--- config.mk ---
export PLATFORM = sky130hd
export DESIGN_NAME = arb_4_rr_hold
export DESIGN_NICKNAME = d
export VERILOG_FILES = /design/src/rtl/arb_4_rr_hold.sv
export SDC_FILE = /design/constraint.sdc
export NUM_CORES = 1
export LEC_CHECK = 0
export ABC_AREA = 1
export CAP_MARGIN = 30
export CORE_MARGIN = 5
export CORE_UTILIZATION = 40
export CTS_BUF_LIST = sky130_fd_sc_hd__clkbuf_4 sky130_fd_sc_hd__clkbuf_8
export DETAILED_ROUTE_END_ITERATION = 10
export PLACE_DENSITY = 0.77
export SETUP_SLACK_MARGIN = 0.05
export SLEW_MARGIN = 25
export SYNTH_ARGS = -nofsm -noshare
export SYNTH_HDL_FRONTEND = slang
export SYNTH_SLANG_ARGS = --single-unit
--- constraint.sdc ---
create_clock -name clk -period 1.62 [get_ports clk]
set_input_delay 0.324 -clock clk [delete_from_list [all_inputs] [get_ports clk]]
set_output_delay 0.324 -clock clk [all_outputs]
set_load 0.05 [all_outputs]
--- src/rtl/arb_4_rr_hold.sv ---
// arb_4_rr_hold: N-way round-robin arbiter with registered, held grants.
// A lowest-index-first search runs over the request vector rotated by a
// registered pointer. The owner keeps the grant until it drops its request.
// Optional macro ARB_HOLD_LIMIT_EN: forces a handover once an owner has held
// the grant for MAX_HOLD cycles while another requester is waiting.
module arb_4_rr_hold #(
    parameter int N        = 4,
    parameter int IDW      = 2,
    parameter int MAX_HOLD = 16
) (
    input  logic           clk,
    input  logic           rst_n,
    input  logic [N-1:0]   req,
    output logic [N-1:0]   gnt,
    output logic           gnt_valid,
    output logic [IDW-1:0] gnt_id
);

    typedef enum logic [0:0] {
        IDLE = 1'b0,
        BUSY = 1'b1
    } state_e;

    state_e          state_q, state_d;
    logic [N-1:0]    gnt_q, gnt_d;
    logic            gnt_valid_q, gnt_valid_d;
    logic [IDW-1:0]  gnt_id_q, gnt_id_d;
    logic [IDW-1:0]  ptr_q, ptr_d;

    logic [N-1:0]    search_req_s;
    logic            found_s;
    logic [IDW-1:0]  win_s;
    logic            owner_req_s;
    logic            others_req_s;
    logic            force_s;

    // Lowest-index-first search on req rotated right by p. Returns
    // {found, winner}, where winner is already mapped back to an absolute
    // index. The index is wrapped by subtraction, so it never reaches N.
    function automatic logic [IDW:0] rr_search(input logic [N-1:0]   r,
                                               input logic [IDW-1:0] p);
        logic [IDW:0]   res;
        logic [IDW-1:0] pos;
        int             idx;
        res = {(IDW+1){1'b0}};
        for (int i = N - 1; i >= 0; i--) begin
            idx = ((i + int'(p)) >= N) ? (i + int'(p) - N) : (i + int'(p));
            pos = idx[IDW-1:0];
            if (r[pos]) begin
                res = {1'b1, pos};
            end else begin
                res = res;
            end
        end
        return res;
    endfunction

    // Pointer value that makes the requester after w the highest priority.
    function automatic logic [IDW-1:0] ptr_after(input logic [IDW-1:0] w);
        int nxt;
        nxt = int'(w) + 1;
        if (nxt >= N) begin
            nxt = 0;
        end else begin
            nxt = nxt;
        end
        return nxt[IDW-1:0];
    endfunction

    // One-hot encoding of an index.
    function automatic logic [N-1:0] onehot(input logic [IDW-1:0] w);
        logic [N-1:0] res;
        res    = {N{1'b0}};
        res[w] = 1'b1;
        return res;
    endfunction

    // Owner still wants the resource / somebody else is waiting.
    always_comb begin
        owner_req_s  = req[gnt_id_q];
        others_req_s = |(req & ~gnt_q);
    end

`ifdef ARB_HOLD_LIMIT_EN
    localparam int            HW        = $clog2(MAX_HOLD) + 1;
    localparam logic [HW-1:0] HOLD_LAST = HW'(MAX_HOLD - 1);

    logic [HW-1:0] hold_cnt_q, hold_cnt_d;

    // Hold limit reached with a waiter present: take the grant away.
    always_comb begin
        force_s = (state_q == BUSY) && owner_req_s && others_req_s &&
                  (hold_cnt_q == HOLD_LAST);
    end
`else
    logic unused_hold_cfg_s;
    assign unused_hold_cfg_s = (MAX_HOLD >= 2);
    assign force_s = 1'b0;
`endif

    // Search input: on a forced handover, the current owner is masked out.
    always_comb begin
        if (force_s) begin
            search_req_s = req & ~gnt_q;
        end else begin
            search_req_s = req;
        end
    end

    // Rotated fixed-priority search.
    always_comb begin
        {found_s, win_s} = rr_search(search_req_s, ptr_q);
    end

    // Next-state and next-output logic.
    always_comb begin
        state_d     = state_q;
        gnt_d       = gnt_q;
        gnt_valid_d = gnt_valid_q;
        gnt_id_d    = gnt_id_q;
        ptr_d       = ptr_q;
        case (state_q)
            IDLE: begin
                if (found_s) begin
                    state_d     = BUSY;
                    gnt_d       = onehot(win_s);
                    gnt_valid_d = 1'b1;
                    gnt_id_d    = win_s;
                    ptr_d       = ptr_after(win_s);
                end else begin
                    state_d     = IDLE;
                    gnt_d       = {N{1'b0}};
                    gnt_valid_d = 1'b0;
                    gnt_id_d    = {IDW{1'b0}};
                end
            end
            BUSY: begin
                if (owner_req_s && !force_s) begin
                    state_d = BUSY;
                end else if (found_s) begin
                    // Direct handover, no idle cycle in between.
                    state_d     = BUSY;
                    gnt_d       = onehot(win_s);
                    gnt_valid_d = 1'b1;
                    gnt_id_d    = win_s;
                    ptr_d       = ptr_after(win_s);
                end else begin
                    state_d     = IDLE;
                    gnt_d       = {N{1'b0}};
                    gnt_valid_d = 1'b0;
                    gnt_id_d    = {IDW{1'b0}};
                end
            end
            default: begin
                state_d     = IDLE;
                gnt_d       = {N{1'b0}};
                gnt_valid_d = 1'b0;
                gnt_id_d    = {IDW{1'b0}};
                ptr_d       = {IDW{1'b0}};
            end
        endcase
    end

`ifdef ARB_HOLD_LIMIT_EN
    // Consecutive cycles with an unchanged owner; saturates at the limit.
    always_comb begin
        if ((state_q == BUSY) && (state_d == BUSY) && (gnt_d == gnt_q)) begin
            if (hold_cnt_q == HOLD_LAST) begin
                hold_cnt_d = hold_cnt_q;
            end else begin
                hold_cnt_d = hold_cnt_q + HW'(1);
            end
        end else begin
            hold_cnt_d = {HW{1'b0}};
        end
    end
`endif

    // State, pointer and output registers.
    always_ff @(posedge clk or negedge rst_n) begin
        if (!rst_n) begin
            state_q     <= IDLE;
            gnt_q       <= {N{1'b0}};
            gnt_valid_q <= 1'b0;
            gnt_id_q    <= {IDW{1'b0}};
            ptr_q       <= {IDW{1'b0}};
`ifdef ARB_HOLD_LIMIT_EN
            hold_cnt_q  <= {HW{1'b0}};
`endif
        end else begin
            state_q     <= state_d;
            gnt_q       <= gnt_d;
            gnt_valid_q <= gnt_valid_d;
            gnt_id_q    <= gnt_id_d;
            ptr_q       <= ptr_d;
`ifdef ARB_HOLD_LIMIT_EN
            hold_cnt_q  <= hold_cnt_d;
`endif
        end
    end

    assign gnt       = gnt_q;
    assign gnt_valid = gnt_valid_q;
    assign gnt_id    = gnt_id_q;

endmodule

Yosys cells after proc, flatten, opt, wreduce, memory -nomap -nowiden. Cells that the tools add are included.

$add $sub $neg: 8. Magnitude comparators: 12. Equality and inequality tests: 1. Multiplexer cells: 35. Bitwise operators: 1. Reduce and logical (&&, ||, !) cells: 1.

Operators by type and width (number): < comparator 2 x 3 -> 1 bit, second input constant (6); 2-to-1 mux 2 bit (9); greater-or-equal comparator 3 bit, second input constant (4); 2-to-1 mux 3 bit (4); binary-select mux 1 bit (select 2 bit) (5); 2-to-1 mux 1 bit (9); 2-to-1 mux 4 bit (2); case mux 2 bit (2 select lines) (2); case mux 4 bit (2 select lines) (1); subtractor 2 x 1 -> 2 bit, second input constant (4); adder 2 x 2 -> 3 bit, first input constant (2); case mux 1 bit (2 select lines) (2); adder 1 x 2 -> 3 bit, first input constant (1); adder 2 x 1 -> 3 bit, second input constant (1); greater-or-equal comparator 2 x 3 -> 1 bit, second input constant (1); demux 1 bit (select 2 bit) (1); greater-or-equal comparator 2 x 1 -> 1 bit, second input constant (1); inequality test 2 bit, second input constant (1); logical AND 1 bit (1); inverter 1 bit (1).

Register bits after elaboration: 10. Output and inout port bits: 7. Word-level logic and storage cells: 63.

Longest topological paths before layout. Gate-level depths: netlist of the first run.

Word-level depth: 16. Depth in mapped cells: 13. Mapped depth without buffers: 12.

Least setup slack after synthesis of the first run. No wires, ideal clock.

Path type: reg2reg. From: register ptr_q[0]. To: register ptr_q[1]. Setup time: 116 ps. Arrival: 1467 ps. Data required time: 1504 ps. Setup slack: 37 ps. Cell stages (with the launch flop): 13. Buffers on the path: 1. Period minus slack after synthesis: 1583 ps. Cells stage by stage: dfrtp_1 buf_6 inv_6 nand2_1 nand2_1 nand2_1 nand3_1 nand3_1 nand2_2 inv_1 ha_1 nand2_1 nand2_1.

Word-level cells in the longest chain between the ends: 15. Elaborated cells between the ends (all ways): 33.

Ends and longest elaborated chain: from (decl) (line 28) `logic [IDW-1:0] ptr_q, ptr_d;`; from (signal assigned) (line 186) `ptr_q <= {IDW{1'b0}};`; from (signal assigned) (line 195) `ptr_q <= ptr_d;`; adder 2 x 2 -> 3 bit (line 47) `idx = ((i + int'(p)) >= N) ? (i + int'(p) - N) : (i + int'(p));`; greater-or-equal comparator 3 bit or subtractor 2 x 1 -> 2 bit (tied branches) (line 47); 2-to-1 mux 2 bit (line 47); binary-select mux 1 bit (select 2 bit) (line 49) `if (r[pos]) begin`; 2-to-1 mux 1 bit (implied by the code) (line 49); 2-to-1 mux 3 bit (3 in series) (line 49); 2-to-1 mux 3 bit (*) (line 49); adder 2 x 1 -> 3 bit (line 61) `nxt = int'(w) + 1;`; greater-or-equal comparator 3 bit (line 62) `if (nxt >= N) begin`; 2-to-1 mux 2 bit (line 62); 2-to-1 mux 2 bit (*) (line 124, 140); 2-to-1 mux 2 bit (line 138) `if (owner_req_s && !force_s) begin`; case mux 2 bit (2 select lines) (*) (line 122) `case (state_q)`.

Mark *: on every way between the ends. The rest lies on a longest branch, timed or not. The select of a mux whose other input is x is not followed. A chain may end at the register's enable or synchronous reset.

Worst setup path after layout of the first run.
From: register ptr_q[0]. To: register gnt_id_q[1], in the netlist gnt_id[1].

Word-level cells in the longest chain between the ends: 12. Elaborated cells between the ends (all ways): 30.

Ends and longest elaborated chain: adder 2 x 2 -> 3 bit (line 47); greater-or-equal comparator 3 bit or subtractor 2 x 1 -> 2 bit (tied branches) (line 47); 2-to-1 mux 2 bit (line 47); binary-select mux 1 bit (select 2 bit) (line 49); 2-to-1 mux 1 bit (implied by the code) (line 49); 2-to-1 mux 3 bit (3 in series) (line 49); 2-to-1 mux 3 bit (*) (line 49); 2-to-1 mux 2 bit (*) (line 124, 140); 2-to-1 mux 2 bit (line 138); case mux 2 bit (2 select lines) (*) (line 122); to (signal assigned) (line 185) `gnt_id_q <= {IDW{1'b0}};`; to (signal assigned) (line 194) `gnt_id_q <= gnt_id_d;`; to (decl) (line 27) `logic [IDW-1:0] gnt_id_q, gnt_id_d;`.

Marked as above.

==> results of run 1 <==
==> cell usage after synthesis <==
master / count
dfrtp_1: 10
nand3_1: 7
nand3_2: 1
nand2_2: 8
inv_6: 1
nand2_1: 51
inv_2: 2
o21bai_1: 1
o211ai_1: 1
ha_1: 4
nand2_4: 1
inv_4: 1
nor2_2: 1
inv_1: 10
nor2_1: 3
buf_6: 1
o21ai_0: 2
==> layer usage <==
metal / global-route usage / share of wire / vias to the layer above / routed length, um
met4: 0.0851 / 0.024 / 0 / 44
li1: - / - / 376 / -
met2: 0.285 / 0.51 / 15 / 950
met5: 0 / 0 / - / 0
met1: 0.191 / 0.43 / 336 / 790
met3: 0.0256 / 0.038 / 4 / 71
==> state kept, by name, indices dropped and copies added (netlist names) <==
| register | cells |
|---|---|
| ptr_q | 2 |
| gnt | 4 |
| state_q | 1 |
| gnt_id | 2 |
| gnt_valid | 1 |
==> metrics by stage <==
step	utilization	instances	hold slack, ns
after floorplan	-	105	0.0284
after global placement	0.563	152	0.469
after detailed placement	0.563	152	0.471
after CTS	0.651	160	0.369
after global routing	0.651	160	0.393
final	0.651	160	0.358
==> kinds of logic after synthesis <==
| kind of cell | after synthesis |
|---|---|
| buffers and inverters | 15 |
| adder cells (fa/ha/maj) | 4 |
| AND/OR/NAND/NOR | 72 |
| flip-flops | 10 |
| AO/OA/AOI/OAI | 4 |
==> area by class of cell <==
| cell class | instances | area share |
|---|---|---|
| tap | 25 | 0.0281 |
| sequential | 10 | 0.227 |
| clock buffer | 4 | 0.0326 |
| multi-input combinational | 80 | 0.436 |
| timing repair buffer | 27 | 0.222 |
| inverter | 14 | 0.0540 |
==> placed cells by master, fill, tap and decap left out <==
cell type,count
o211ai_1,1
ha_4,1
clkdlybuf4s50_1,1
inv_2,4
o21bai_1,1
o21ai_0,2
dfrtp_1,8
nand3_2,4
nand2_1,41
buf_6,3
nand3_4,1
nand2_4,5
inv_1,8
inv_4,1
dlygate4sd2_1,4
buf_12,2
nor2_2,2
nor2_1,2
clkbuf_8,1
nand2_2,14
dfrtp_2,2
inv_6,1
buf_4,17
nand3_1,3
clkbuf_4,3
ha_2,3
==> path summary, 6_finish.rpt <==
path / end / slack, ns / cells after the start
max in group asynchronous: ptr_q[1] / 0.93 / 1
min in group clk: gnt[0] / 0.50 / 2
max reg2reg: gnt_id[1] / -0.05 / 12
min reg2reg: gnt[0] / 0.50 / 2
max: gnt_id[1] / -0.05 / 12
min: gnt[0] / 0.36 / 1
==> timing repair <==
action,in CTS,in global routing
endpoints found under the setup margin,7,9
resized for setup,29,1
buffers inserted,4,0
pin swaps,15,2
==> worst max-delay path, delay by kind of cell, from the launching register on <==
kind	cells	cell delay [ns]
AO/OA/AOI/OAI	1	0.17
buffers and inverters	4	0.46
flip-flops	1	0.49
AND/OR/NAND/NOR	7	0.46
==> metrics.md, run 1 <==
| Metric | Value |
|---|---|
| Placer congestion estimate | `0.882` |
| Critical Path End Type | `register` |
| Initial antenna violation count | `0` |
| Area fraction of the dominant cell type after synthesis | `0.351` |
| Final worst path period share | `1.03` |
| Syn_area_per_cell | `6.78 um2` |
| Post-route DRC | `0` |
| Synth warnings | `0` |
| Crit-path max cell delay | `0.49 ns` |
| Peak Freq | `598 MHz` |
| Number of global-route vias before repair | `between 700 and 800` |
| Startpoint Class | `register` |
| DR pass1 iterations | `1` |
| Syn nets | `about 120` |
| CTS max path bufs | `2` |
| Reg-to-reg startpoint | `ptr_q[0]` |
| Hold Vio Cnt, Final | `0` |
| Post-Synth Simple-Gate Area | `0.443` |
| Core area | `1710 um2` |
| Data arrival time at the worst-slack endpoint | `around 1.8 ns` |
| Max_slew headroom | `0.701` |
| Cells after Synth | `roughly 110` |
| Worst-path maximum fanout | `8` |
| Synth Area in Compound Gates | `0.0351` |
| Top cells by area, synth | `dfrtp_1 35%, nand2_1 27%, ha_1 7.0%, nand2_2 7.0%, inv_1 5.3%` |
| Area after DPL | `962 um2` |
| Final min period | `1.67 ns` |
| Clock-pin slew of the registers on the worst-case setup and hold paths | `0.07 ns` |
| Initial DRC count | `0` |
| MaxCap Viol Count | `0` |
| # setup viols final | `5` |
| CP Launch Point | `ptr_q[0]` |
| Later-pin clock latency in the skew report | `about 0.27 ns` |
| Part of the Yosys area used for sequential elements | `0.351` |
| CP required | `1.79 ns` |
| Failing checks | `setup timing` |
| Dpl ws | `-0.413 ns` |
| Final instance area | `around 1100 um2` |
| WL/cell | `between 10 and 15 um` |
| Cells along the critical path | `inv_6, nand2_2, nand2_2, buf_6, nand2_2, nor2_2, o21bai_1, nand2_2, buf_6, buf_4, nand2_2, nand2_1` |
| Post-Syn Area | `about 710 um2` |
| Detailed placer's ending HPWL | `~1400 um` |
| RSZ-0062 raised after global routing | `yes` |
| Vias | `about 730` |
| Cell repeated most along the worst path | `nand2_2` |
| Die area | `roughly 2700 um2` |
| Status | `finished with violations` |
| Yosys cell types | `17` |
| Hold Buf Count CTS | `0` |
| Area of the multi-input gates | `a little under 500 um2` |
| Setup CP Type | `register to register` |
| Grt ovf | `0` |
| # H-tree levels | `1` |
| Final TNS setup | `-0.155 ns` |
| Largest net degree at the start of global routing | `11` |
| Max-slew violations | `0` |
| Synthesis-to-finish area growth | `56.2%` |
| Slew at the pin closest to its max-slew limit | `about 0.45 ns` |
| Die height | `between 50 and 60 um` |
| Tot GR Track Use | `0.163` |
| Share of cells above drive strength 1 | `0.474` |
| Post-synth top area cell | `dfrtp_1` |
| Root buffer cell | `clkbuf_4` |
| CTS tree | `yes` |
| Largest family of logic cells by synthesized area | `simple AND/OR/NAND/NOR gates` |
| Register area | `roughly 250 um2` |
| Via density | `around 4.6` |
| Fillers | `~150` |
| Clock sink total | `10` |
| Clk_skew | `0.00351 ns` |
| Worst Hold Class | `input port to asynchronous set/reset pin` |
| Xor and xnor area share after synthesis | `0` |
| Number of diodes | `0` |
| Final ANT Viol Nets | `0` |
| Total wire length | `around 1900 um` |
| Die Wd | `around 52 um` |
| Initial core utilization | `0.417` |
| PortBufs | `12` |
| First-pass GRT wire length | `between 3000 and 4000 um` |
| Nets | `about 150` |
| Register bit total from synthesis | `10` |
| Slack of the critical path | `-0.0517 ns` |
| Post-synthesis mux area share | `0` |
| Post-Synth Adder-Cell Area | `0.0703` |
| TritonCTS buffer count | `3` |
| Num rows | `15` |
| Max stage delay cell, worst path | `dfrtp_2` |
| # IOs | `13` |
Power of run 1 is left out: the tool's default activity adds up to more than one toggle a clock period on the data nets, which glitch-free logic cannot reach.
==> run 2: changes to the inputs <==
--- a/config.mk
+++ b/config.mk
@@ -9,9 +9,9 @@
 export CAP_MARGIN = 30
 export CORE_MARGIN = 5
 export CORE_UTILIZATION = 40
-export CTS_BUF_LIST = sky130_fd_sc_hd__clkbuf_4 sky130_fd_sc_hd__clkbuf_8
 export DETAILED_ROUTE_END_ITERATION = 10
 export PLACE_DENSITY = 0.77
+export REMOVE_ABC_BUFFERS = 1
 export SETUP_SLACK_MARGIN = 0.05
 export SLEW_MARGIN = 25
 export SYNTH_ARGS = -nofsm -noshare
==> run 2 against run 1 <==
Against the previous run:
- cell count grew 1.9%
- sequential share of layout area shrank 3.5 points
- clock-buffer cell count shrank 1
- critical endpoint is now gnt[2]
- worst setup slack lost 0.015 ns
- highest routed layer unchanged
- maximum frequency shrank 0.90%
- via count grew 9.2%
- clock skew is essentially flat
- register-to-register slack lost 0.02 ns
- first-iteration DRC count grew 3
- the flow still finishes with violations (setup timing)
- critical path depth is the same
- die area is the same
==> metrics.md, run 2 (synthesis gave the netlist of run 1 again) <==
| Metric | Value |
|---|---|
| Root buffer cell | `clkbuf_4 (unchanged)` |
| CTS tree | `yes (unchanged)` |
| PortBufs | `12 (unchanged)` |
| CP required | `1.78 ns (was 1.79 ns)` |
| Cells along the critical path | `inv_8, nand2_8, nand3_4, nand2_1, inv_1, nand2_1, nand2_2, nand2_2, buf_6, ha_2, nand2_1, nand2_1 (was inv_6, nand2_2, nand2_2, buf_6, nand2_2, nor2_2, o21bai_1, nand2_2, buf_6, buf_4, nand2_2, nand2_1)` |
| Clock sink total | `10 (unchanged)` |
| Slack of the critical path | `-0.0670 ns (was -0.0517 ns)` |
| Failing checks | `setup timing (unchanged)` |
| Peak Freq | `593 MHz (was 598 MHz)` |
| Initial DRC count | `3 (was 0)` |
| Later-pin clock latency in the skew report | `0.26 ns (was 0.27 ns)` |
| Via density | `4.90 (was 4.57)` |
| Die Wd | `52.2 um (unchanged)` |
| Final min period | `1.69 ns (was 1.67 ns)` |
| Status | `finished with violations (unchanged)` |
| Die area | `2720 um2 (unchanged)` |
| Synthesis-to-finish area growth | `84.9% (was 56.2%)` |
| Initial antenna violation count | `0 (unchanged)` |
| Initial core utilization | `0.417 (unchanged)` |
| Max_slew headroom | `0.692 (was 0.701)` |
| Max reg flops | `4 (unchanged)` |
| Final ANT Viol Nets | `0 (unchanged)` |
| Grt ovf | `0 (unchanged)` |
| Die height | `52.2 um (unchanged)` |
| TritonCTS buffer count | `3 (unchanged)` |
| Detailed placer's ending HPWL | `1310 um (was 1400 um)` |
| Clk_skew | `0.00361 ns (was 0.00351 ns)` |
| # H-tree levels | `1 (unchanged)` |
| # IOs | `13 (unchanged)` |
| Post-route DRC | `0 (unchanged)` |
| Num rows | `15 (unchanged)` |
| Largest net degree at the start of global routing | `11 (unchanged)` |
| Number of diodes | `0 (unchanged)` |
| Critical Path End Type | `register (unchanged)` |
| Most common cell after layout, fill and taps aside | `nand2_1 (unchanged)` |
| Clock-pin slew of the registers on the worst-case setup and hold paths | `0.06 ns (was 0.07 ns)` |
| Final worst path period share | `1.04 (was 1.03)` |
| Max-slew violations | `0 (unchanged)` |
| Setup CP Type | `register to register (unchanged)` |
| Number of global-route vias before repair | `819 (was 781)` |
| Slew at the pin closest to its max-slew limit | `0.461 ns (was 0.447 ns)` |
| # setup viols final | `5 (unchanged)` |
| Hold Vio Cnt, Final | `0 (unchanged)` |
| Vias | `798 (was 731)` |
| WL/cell | `14.8 um (was 11.6 um)` |
| Data arrival time at the worst-slack endpoint | `1.84 ns (about the same)` |
| First-pass GRT wire length | `3420 um (was 3260 um)` |
| Max stage delay cell, worst path | `dfrtp_2 (unchanged)` |
| Worst Hold Class | `input port to asynchronous set/reset pin (unchanged)` |
| Cell repeated most along the worst path | `nand2_1 (was nand2_2)` |
| Startpoint Class | `register (unchanged)` |
| RSZ-0062 raised after global routing | `yes (unchanged)` |
| Placer congestion estimate | `0.895 (was 0.882)` |
| Worst-path maximum fanout | `8 (unchanged)` |
| CTS max path bufs | `2 (unchanged)` |
| DR pass1 iterations | `4 (was 1)` |
| Share of cells above drive strength 1 | `0.609 (was 0.474)` |
| Tot GR Track Use | `0.172 (was 0.163)` |
| Core area | `1710 um2 (unchanged)` |
| Nets | `150 (was 146)` |
| Commonest cells after routing, fill and taps aside | `27 x nand2_1, 19 x buf_4, 17 x nand2_4 (was 41 x nand2_1, 17 x buf_4, 14 x nand2_2)` |
| Crit-path max cell delay | `0.50 ns (was 0.49 ns)` |
| MaxCap Viol Count | `0 (unchanged)` |
| Total wire length | `2410 um (was 1860 um)` |
| Area after DPL | `935 um2 (was 962 um2)` |
| Final instance area | `1320 um2 (was 1110 um2)` |
==> run 2: cell count changes in the layout (fill, tap and decap cells not counted), sizes merged <==
cell    previous run  this run
buf               22        26
clkbuf             4         3
==> run 2: repair_timing <==
action,CTS,global route
resized for setup,31,47
endpoints found under the setup margin,6,9
hold buffers,0,0
buffers inserted,4,8
pin swaps,15,27
==> run 2: final timing paths <==
kind,depth (start not counted),slack (ns),from,endpoint
min,1,0.38,rst_n,gnt[1]
max,12,-0.07,ptr_q[0],gnt[2]
max reg2reg,12,-0.07,ptr_q[0],gnt[2]
min in group clk,2,0.49,gnt[2],gnt[2]
max in group asynchronous,1,0.91,rst_n,ptr_q[1]
min reg2reg,2,0.49,gnt[2],gnt[2]
==> run 2: through the flow <==
stage / setup WS, ns / util / hold slack, ns / instances / setup TNS, ns
final: -0.0670 / 0.771 / 0.375 / 163 / -0.218
after CTS: -0.0206 / 0.629 / 0.394 / 157 / -0.0361
after detailed placement: -0.465 / 0.547 / 0.467 / 151 / -2.60
after global placement: -0.382 / 0.547 / 0.468 / 151 / -2.15
after floorplan: 0.0176 / - / 0.0284 / 104 / 0
after global routing: -0.154 / 0.771 / 0.412 / 163 / -0.702
==> run 2: critical path: cells and delay by family, from the launching register on <==
family,cells,cell delay [ns]
and+or+nand+nor,8,0.53
DFF,1,0.50
buffers and inverters,3,0.38
adders and majority gates,1,0.17
==> run 2: final cells by class <==
cell class              count  area, um2
clock buffers               3       22.5
fillers                   112        392
inverters                  14       70.1
multi-input cells          80        656
flip-flops and latches     10        253
well taps                  25       31.3
repair buffers             31        284
==> run 2: layer usage <==
layer	global-route usage	wire length, um	vias up
li1	-	-	386
met2	0.305	1290	22
met1	0.189	965	380
met3	0.0199	63	10
met5	0	0	-
met4	0.115	92	0
Power of run 2 is left out for the same reason.
